$ cat src/rtl/bp_fe_queue_buffer_pkg.sv
// Shared FE/BE interface definitions: the FE queue entry and its width.
// The queue buffer sizes its storage from fe_queue_width_lp.
package bp_fe_queue_buffer_pkg;

  localparam int unsigned vaddr_width_lp  = 39;
  localparam int unsigned instr_width_lp  = 32;
  localparam int unsigned bp_meta_width_lp = 8;

  typedef enum logic [1:0] {
    e_fe_fetch       = 2'b00,
    e_fe_exception   = 2'b01,
    e_fe_icache_miss = 2'b10
  } bp_fe_queue_type_e;

  typedef struct packed {
    bp_fe_queue_type_e             msg_type;
    logic [vaddr_width_lp-1:0]     pc;
    logic [instr_width_lp-1:0]     instr;
    logic [bp_meta_width_lp-1:0]   branch_metadata;
  } bp_fe_queue_s;

  localparam int unsigned fe_queue_width_lp = $bits(bp_fe_queue_s);

endpackage

$ cat src/rtl/bsg_mem_1r1w.sv
// One write port, one asynchronous read port register file.
// Contents are never reset; readers must qualify data with their own valid.
module bsg_mem_1r1w #(
  parameter int unsigned width_p = 8,
  parameter int unsigned els_p   = 8,
  localparam int unsigned addr_width_lp = (els_p > 1) ? $clog2(els_p) : 1
) (
  input  logic                     w_clk_i,
  input  logic                     w_v_i,
  input  logic [addr_width_lp-1:0] w_addr_i,
  input  logic [width_p-1:0]       w_data_i,
  input  logic [addr_width_lp-1:0] r_addr_i,
  output logic [width_p-1:0]       r_data_o
);

  logic [width_p-1:0] mem_q [els_p];

  always_ff @(posedge w_clk_i) begin
    if (w_v_i) begin
      mem_q[w_addr_i] <= w_data_i;
    end
  end

  assign r_data_o = mem_q[r_addr_i];

endmodule

$ cat src/rtl/bp_fe_queue_buffer.sv
// FE queue with speculative read: entries are read (yumi), then later committed
// (deq) or replayed (roll). clr drops everything, including uncommitted reads.
module bp_fe_queue_buffer
  import bp_fe_queue_buffer_pkg::*;
#(
  parameter int unsigned els_p   = 8,
  parameter int unsigned width_p = fe_queue_width_lp
) (
  input  logic               clk_i,
  input  logic               reset_i,

  input  logic [width_p-1:0] data_i,
  input  logic               v_i,
  output logic               ready_o,

  output logic [width_p-1:0] data_o,
  output logic               v_o,
  input  logic               yumi_i,

  input  logic               clr_i,
  input  logic               roll_i,
  input  logic               deq_i
);

  localparam int unsigned addr_width_lp = $clog2(els_p);
  // Extra MSB separates full (distance els_p) from empty (distance 0).
  localparam int unsigned ptr_width_lp  = addr_width_lp + 1;
  localparam logic [ptr_width_lp-1:0] els_lp = ptr_width_lp'(els_p);

  logic [ptr_width_lp-1:0] wptr_q, wptr_d;
  logic [ptr_width_lp-1:0] rptr_q, rptr_d;
  logic [ptr_width_lp-1:0] cptr_q, cptr_d;
  logic [ptr_width_lp-1:0] cptr_deq;
  logic [ptr_width_lp-1:0] occupancy;
  logic                    enq;
  logic                    mem_w_v;

  // Status comes purely from registered pointers, so nothing passes through.
  assign occupancy = wptr_q - cptr_q;
  assign ready_o   = (occupancy != els_lp);
  assign v_o       = (rptr_q != wptr_q);
  assign enq       = v_i & ready_o;

  always_comb begin
    wptr_d   = wptr_q;
    rptr_d   = rptr_q;
    cptr_d   = cptr_q;
    mem_w_v  = 1'b0;
    cptr_deq = cptr_q + ptr_width_lp'(deq_i);
    if (clr_i) begin
      rptr_d = wptr_q;
      cptr_d = wptr_q;
    end else begin
      mem_w_v = enq;
      wptr_d  = wptr_q + ptr_width_lp'(enq);
      cptr_d  = cptr_deq;
      // Roll replays from the post-commit point and overrides any yumi.
      rptr_d  = roll_i ? cptr_deq : (rptr_q + ptr_width_lp'(yumi_i));
    end
  end

  always_ff @(posedge clk_i or posedge reset_i) begin
    if (reset_i) begin
      wptr_q <= '0;
      rptr_q <= '0;
      cptr_q <= '0;
    end else begin
      wptr_q <= wptr_d;
      rptr_q <= rptr_d;
      cptr_q <= cptr_d;
    end
  end

  bsg_mem_1r1w #(
    .width_p (width_p),
    .els_p   (els_p)
  ) mem (
    .w_clk_i  (clk_i),
    .w_v_i    (mem_w_v),
    .w_addr_i (wptr_q[addr_width_lp-1:0]),
    .w_data_i (data_i),
    .r_addr_i (rptr_q[addr_width_lp-1:0]),
    .r_data_o (data_o)
  );

`ifndef SYNTHESIS
  yumi_without_valid: assert property (@(posedge clk_i) disable iff (reset_i)
    yumi_i |-> v_o)
    else $error("bp_fe_queue_buffer: yumi_i while v_o=0");

  deq_without_read: assert property (@(posedge clk_i) disable iff (reset_i)
    deq_i |-> (cptr_q != rptr_q))
    else $error("bp_fe_queue_buffer: deq_i with no read-uncommitted entry");

  write_when_full: assert property (@(posedge clk_i) disable iff (reset_i)
    mem_w_v |-> ready_o)
    else $error("bp_fe_queue_buffer: entry written while ready_o=0");
`endif

endmodule
$ cat config.mk
export PLATFORM = sky130hd
export DESIGN_NAME = bp_fe_queue_buffer
export DESIGN_NICKNAME = d
export VERILOG_FILES = /design/src/rtl/bp_fe_queue_buffer_pkg.sv /design/src/rtl/bsg_mem_1r1w.sv /design/src/rtl/bp_fe_queue_buffer.sv
export SDC_FILE = /design/constraint.sdc
export NUM_CORES = 1
export LEC_CHECK = 0
export CORE_ASPECT_RATIO = 0.9
export CORE_MARGIN = 3
export CORE_UTILIZATION = 45
export CTS_BUF_LIST = sky130_fd_sc_hd__clkbuf_8
export CTS_CLUSTER_DIAMETER = 50
export DETAILED_ROUTE_END_ITERATION = 16
export PLACE_DENSITY = 0.7
export SYNTH_ARGS = -nofsm -noshare
export SYNTH_HDL_FRONTEND = slang
export SYNTH_HIERARCHICAL = 1
export SYNTH_SLANG_ARGS = --single-unit
$ cat constraint.sdc
create_clock -name clk_i -period 10.45 [get_ports clk_i]
set_input_delay 2.6125 -clock clk_i [delete_from_list [all_inputs] [get_ports clk_i]]
set_output_delay 2.6125 -clock clk_i [all_outputs]
set_load 0.005 [all_outputs]
* Word-level counts from Yosys, hierarchy flattened
Memory sizes are Yosys's and may differ from the RTL's.
Cells that the tools add are included.
Widths: inputs -> output; s select.
** Word-level totals
- Register bits :: 12
- Bits in latches :: 0
- Memory bits (writable) :: 648
- ROM bits :: 0
- Bits of input ports :: 88
- Output and inout bits :: 83
- Word-level logic and storage cells :: 17
- Memories kept :: 1
** Cells by class
- Add/sub/neg operators :: 4
- Multipliers :: 0
- Divide/modulo/power cells :: 0
- $lt $le $gt $ge :: 0
- Equality and inequality tests :: 2
- Shift operators :: 0
- Mux-type cells :: 6
- Bitwise gates (word level) :: 1
- Reductions and logical operators :: 0
** Memory list
- mem.mem_q :: words 8, width 81, rd ports 1, clocked after memory_dff 0, wr ports 1, RTL line bsg_mem_1r1w.sv:16 : logic [width_p-1:0] mem_q [els_p];
** Operators by type and width (count)
- $add 4x1->4 :: 3
- $mux 4 :: 3
- $ne 4x4->1 :: 1
- $ne 4x4->1 const B :: 1
- $sub 4x4->4 :: 1
- $mux 1 :: 3
- $and 1x1->1 :: 1

* Logic depth before layout (Yosys ltp)
- Word-level depth :: 6
- Gate-level depth with buffers :: 10
- Gate-level depth less buffers :: 10

* Modules after synthesis
Netlist, hierarchy kept.
** By module, submodules not included
- bsg_mem_1r1w :: instances 1, cells each 949, area an instance 24728.7 µm², seq. area each 19458.7 µm²
- bp_fe_queue_buffer :: instances 1, cells each 77, area an instance 779.5 µm², seq. area each 300.3 µm²

* Least setup slack after synthesis
No wires, ideal clock.
- Path type :: input to register
- Start :: input clr_i
- End :: memory mem/mem_q[4][0] (netlist name) (enable)
- Setup time :: 0.620 ns
- Arrival time :: 8.669 ns
- Data required time :: 9.830 ns
- Path slack :: 1.162 ns
- Cell stages on the path :: 5
- Path buffers :: 1
- Cell sequence :: clkbuf_1 > nand2b_1 > a21oi_1 > nand2_1 > nor3_1
** On the way
- Word-level cells in the longest chain between the ends :: 3
** RTL lines
- start, declared :: RTL line bp_fe_queue_buffer.sv:20 : input logic clr_i,
- $mux 1 :: RTL line bp_fe_queue_buffer.sv:50 : if (clr_i) begin
- net mem_w_v :: RTL line bp_fe_queue_buffer.sv:36 : logic mem_w_v;
- $mux 1 :: RTL line bsg_mem_1r1w.sv:19 : if (w_v_i) begin
- $mux 1 (implied by the code) :: RTL line bsg_mem_1r1w.sv:20 : mem_q[w_addr_i] <= w_data_i;
- end, declared :: RTL line bsg_mem_1r1w.sv:16
The timed path passes the listed nets, and every way through them passes these cells.

* Worst setup path after layout
- Start :: register rptr_q[0]
- End :: output data_o[12]
** On the way
- Word-level cells in the longest chain between the ends :: 1
** RTL lines
- start, declared :: RTL line bp_fe_queue_buffer.sv:31 : logic [ptr_width_lp-1:0] rptr_q, rptr_d;
- start signal, assigned :: RTL line bp_fe_queue_buffer.sv:69 : rptr_q <= rptr_d;
- $mem_v2 8x81
- end, declared :: RTL line bp_fe_queue_buffer.sv:16 : output logic [width_p-1:0] data_o,
No other way between the ends.

==> impl_metrics.toml <==
[timing]
slew_headroom_pct = 24.6
clock.fmax_ghz = 0.150
setup_violations = 0
rsz0062_at_grt = "false"
finalClockSkew_ns = 0.0241
hold_ws_ns = 0.618
finalMaxSlewViolations = 0
setup-tns-final_ns = 0
finalCritPeriodShare_pct = 63.7
worst_pin_slew_ns = 1.13
finalHoldViolCount = 0
fin_crit_ns = 6.66

[cts]
ctsHoldBuffers = 0
postCtsSetupRepairBufs = 0
clk_pin_slew_ns = 0.06
htree_levels = 3
clockBufferDepth = 3
clkSinkCount = 660
cts_buffers = 102
cts_tree = "done"
cts_resized = 0
clk_latency_ns = 0.69
clockRootBuffer = "clkbuf_8"

[pwr]
p_per_area_nw_per_um2 = 250
vdd_drop_max_mv = 0.227
p_leak_nw = 9.69

[finish]
area_growth_pct = 17.0
register_area_um2 = 19800
post-route-util_pct = 53.4
final_nets = 1368
drive_gt1_share_pct = 29.3
multi_input_area_um2 = 5420
num-fill-cells = 4223

[worst_hold_path]
hp-start = "wptr_q[3]$_DFFE_PP0N_"
hp-class = "reg -> reg"

[floorplanning]
die_area_um2 = 59600
io-pin-count = 171
start_util_pct = 45.6
die_w_um = 257
rows = 82
core_area_um2 = 55900
die_y_um = 232

[synth]
synth-simple-area-share_pct = 0.569
synth_nets = 1123
ys_types = 31
seq_area_frac_synth_pct = 77.5
yosysMostFrequentCell = "edfxtp_1"
synth_top_family_by_area = "multiplexers"
ys_top_cells_by_count = "edfxtp_1 (648), mux4_2 (161), mux2_4 (80)"
synth-edff-count = 648
synth_compound_area_share_pct = 0.284
avgSynthCellArea_um2 = 24.9
yosys_warnings = 6
synth_top_area_share_pct = 76.3
synth-seq-cells = 660
synth_area_leaders = "edfxtp_1 (76%), mux4_2 (14%), mux2_4 (4.7%), dfrtp_1 (1.2%), buf_12 (0.71%)"
netlist_area_um2 = 25500
synth-xor-area-share_pct = 0.446
synth_cells = 1026
yosysTopAreaCell = "edfxtp_1"
synth_mux_area_share_pct = 19.3
async_flop_share_pct = 1.82
synthAdderAreaFrac_pct = 0.441
ys.flop_type = "edfxtp_1"

[grt]
grt-ovfl-total = 0
antenna_found_initial = 5
grt_pass1_wl_um = 74800
grt_pass1_vias = 12200
gr-usage-all-layers_pct = 16.8
grt_max_degree = 121

[critical_path]
cp.required_ns = 7.84
critical_path.slowest_cell = "dfrtp_4"
worstSetupStartpoint = "rptr_q[0]$_DFF_PP0_"
crit_type = "reg -> out"
crit_path_start_kind = "flop"
max_stage_delay_ns = 1.04
crit_chain = "buf_12 -> mux4_2 -> mux2_4 -> clkdlybuf4s50_1"
crit_fanout = 120
worst_ep_arrival_time_ns = 4.05
reg2reg_from = "wptr_q[2]$_DFFE_PP0N_"
endpoint_kind = "primary output"

[detailed_routing]
wirelength_um = 49400
drt_first_pass_iters = 5
viasPerCell = 5.36
wl_per_cell_um = 23.5
ant_nets = 0
drc = 0
num_vias = 11300
first_iter_violations = 679

[job]
drv_cap = 0

[outcome]
run_status = "completed"

[placed_design]
dp.final_hpwl_um = 25300
routabilityCongestion = 0.698
io_buffers = 170
[worst max-delay path, delay by kind of cell, from the launching register on]
kind	cells	cell delay [ns]
buffers and inverters	2	1.31
DFF	1	1.04
muxes	2	0.93
[layer usage]
metal	track usage [%]	share of wire [%]
met5	0	0.11
met4	4.92	2.0
met3	4.71	5.7
met2	27.3	49
met1	22.5	43
[metrics by stage]
step | area (um2) | total power, mW | instances | setup WS (ns)
after floorplan | 25500 | 4.80 | 1026 | 1.16
after global placement | 28000 | 5.64 | 1923 | 4.28
after detailed placement | 28000 | 5.66 | 1923 | 4.20
after CTS | 29800 | 7.61 | 2104 | 3.57
after global routing | 29800 | 7.84 | 2104 | 3.42
final | 29900 | 7.48 | 2105 | 3.79
[cell families after synthesis]
| group | after synthesis |
|---|---|
| XOR/XNOR | 13 |
| flip-flops | 660 |
| buffers and inverters | 56 |
| adder cells (fa/ha/maj) | 9 |
| AND/OR/NAND/NOR | 28 |
| AO/OA/AOI/OAI | 12 |
| multiplexers | 248 |
[path summary, 6_finish.rpt]
path	depth (start not counted)	to	slack (ns)
max in group asynchronous	2	rptr_q[2]$_DFF_PP0_	7.79
setup reg to reg	8	mem/mem_q[2][14]$_DFFE_PP_	6.36
min in group asynchronous	2	rptr_q[0]$_DFF_PP0_	2.29
setup / recovery	4	data_o[12]	3.79
hold / removal	1	wptr_q[3]$_DFFE_PP0N_	0.62
hold reg to reg	1	wptr_q[3]$_DFFE_PP0N_	0.62
[placed cells by master (no fill, tap or decap), types with 2 or more instances in the layout]
master           instances
nor3_2                   2
nand2b_1                 6
buf_4                   17
nor2_4                   6
inv_6                    2
o21ai_0                  6
edfxtp_1               648
xnor2_1                 12
nand2_1                  7
buf_12                   2
clkdlybuf4s50_1        170
clkbuf_8               104
clkinv_2                 7
mux2_4                  80
bufinv_16                2
o21ai_1                  2
clkinv_1                20
dfrtp_4                  3
inv_8                    3
ha_1                     9
a21oi_1                  2
nand3_1                  2
inv_1                   50
mux2_2                   3
dfrtp_1                  9
mux4_2                 161
mux2i_1                  3
[power by group]
part           switching (mW)  total, mW  internal [mW]
logic                   0.901       2.24           1.34
clock network           0.952       1.93          0.974
registers               0.154       3.31           3.16
[sequential cells by signal (all words and copies together) (netlist names)]
register	cells
mem/mem_q	648
cptr_q	4
rptr_q	4
wptr_q	4
[area by class of cell]
type                            count  area share [%]
Antenna cell                        1         0.00838
Clock inverter                     77            1.30
Inverter                            8           0.101
Timing Repair Buffer              189            6.26
Clock buffer                      104            4.79
Multi-Input combinational cell    310            18.1
Sequential cell                   660            66.2
Tap cell                          756            3.17
No activity file was read; power rests on OpenSTA's default activity.
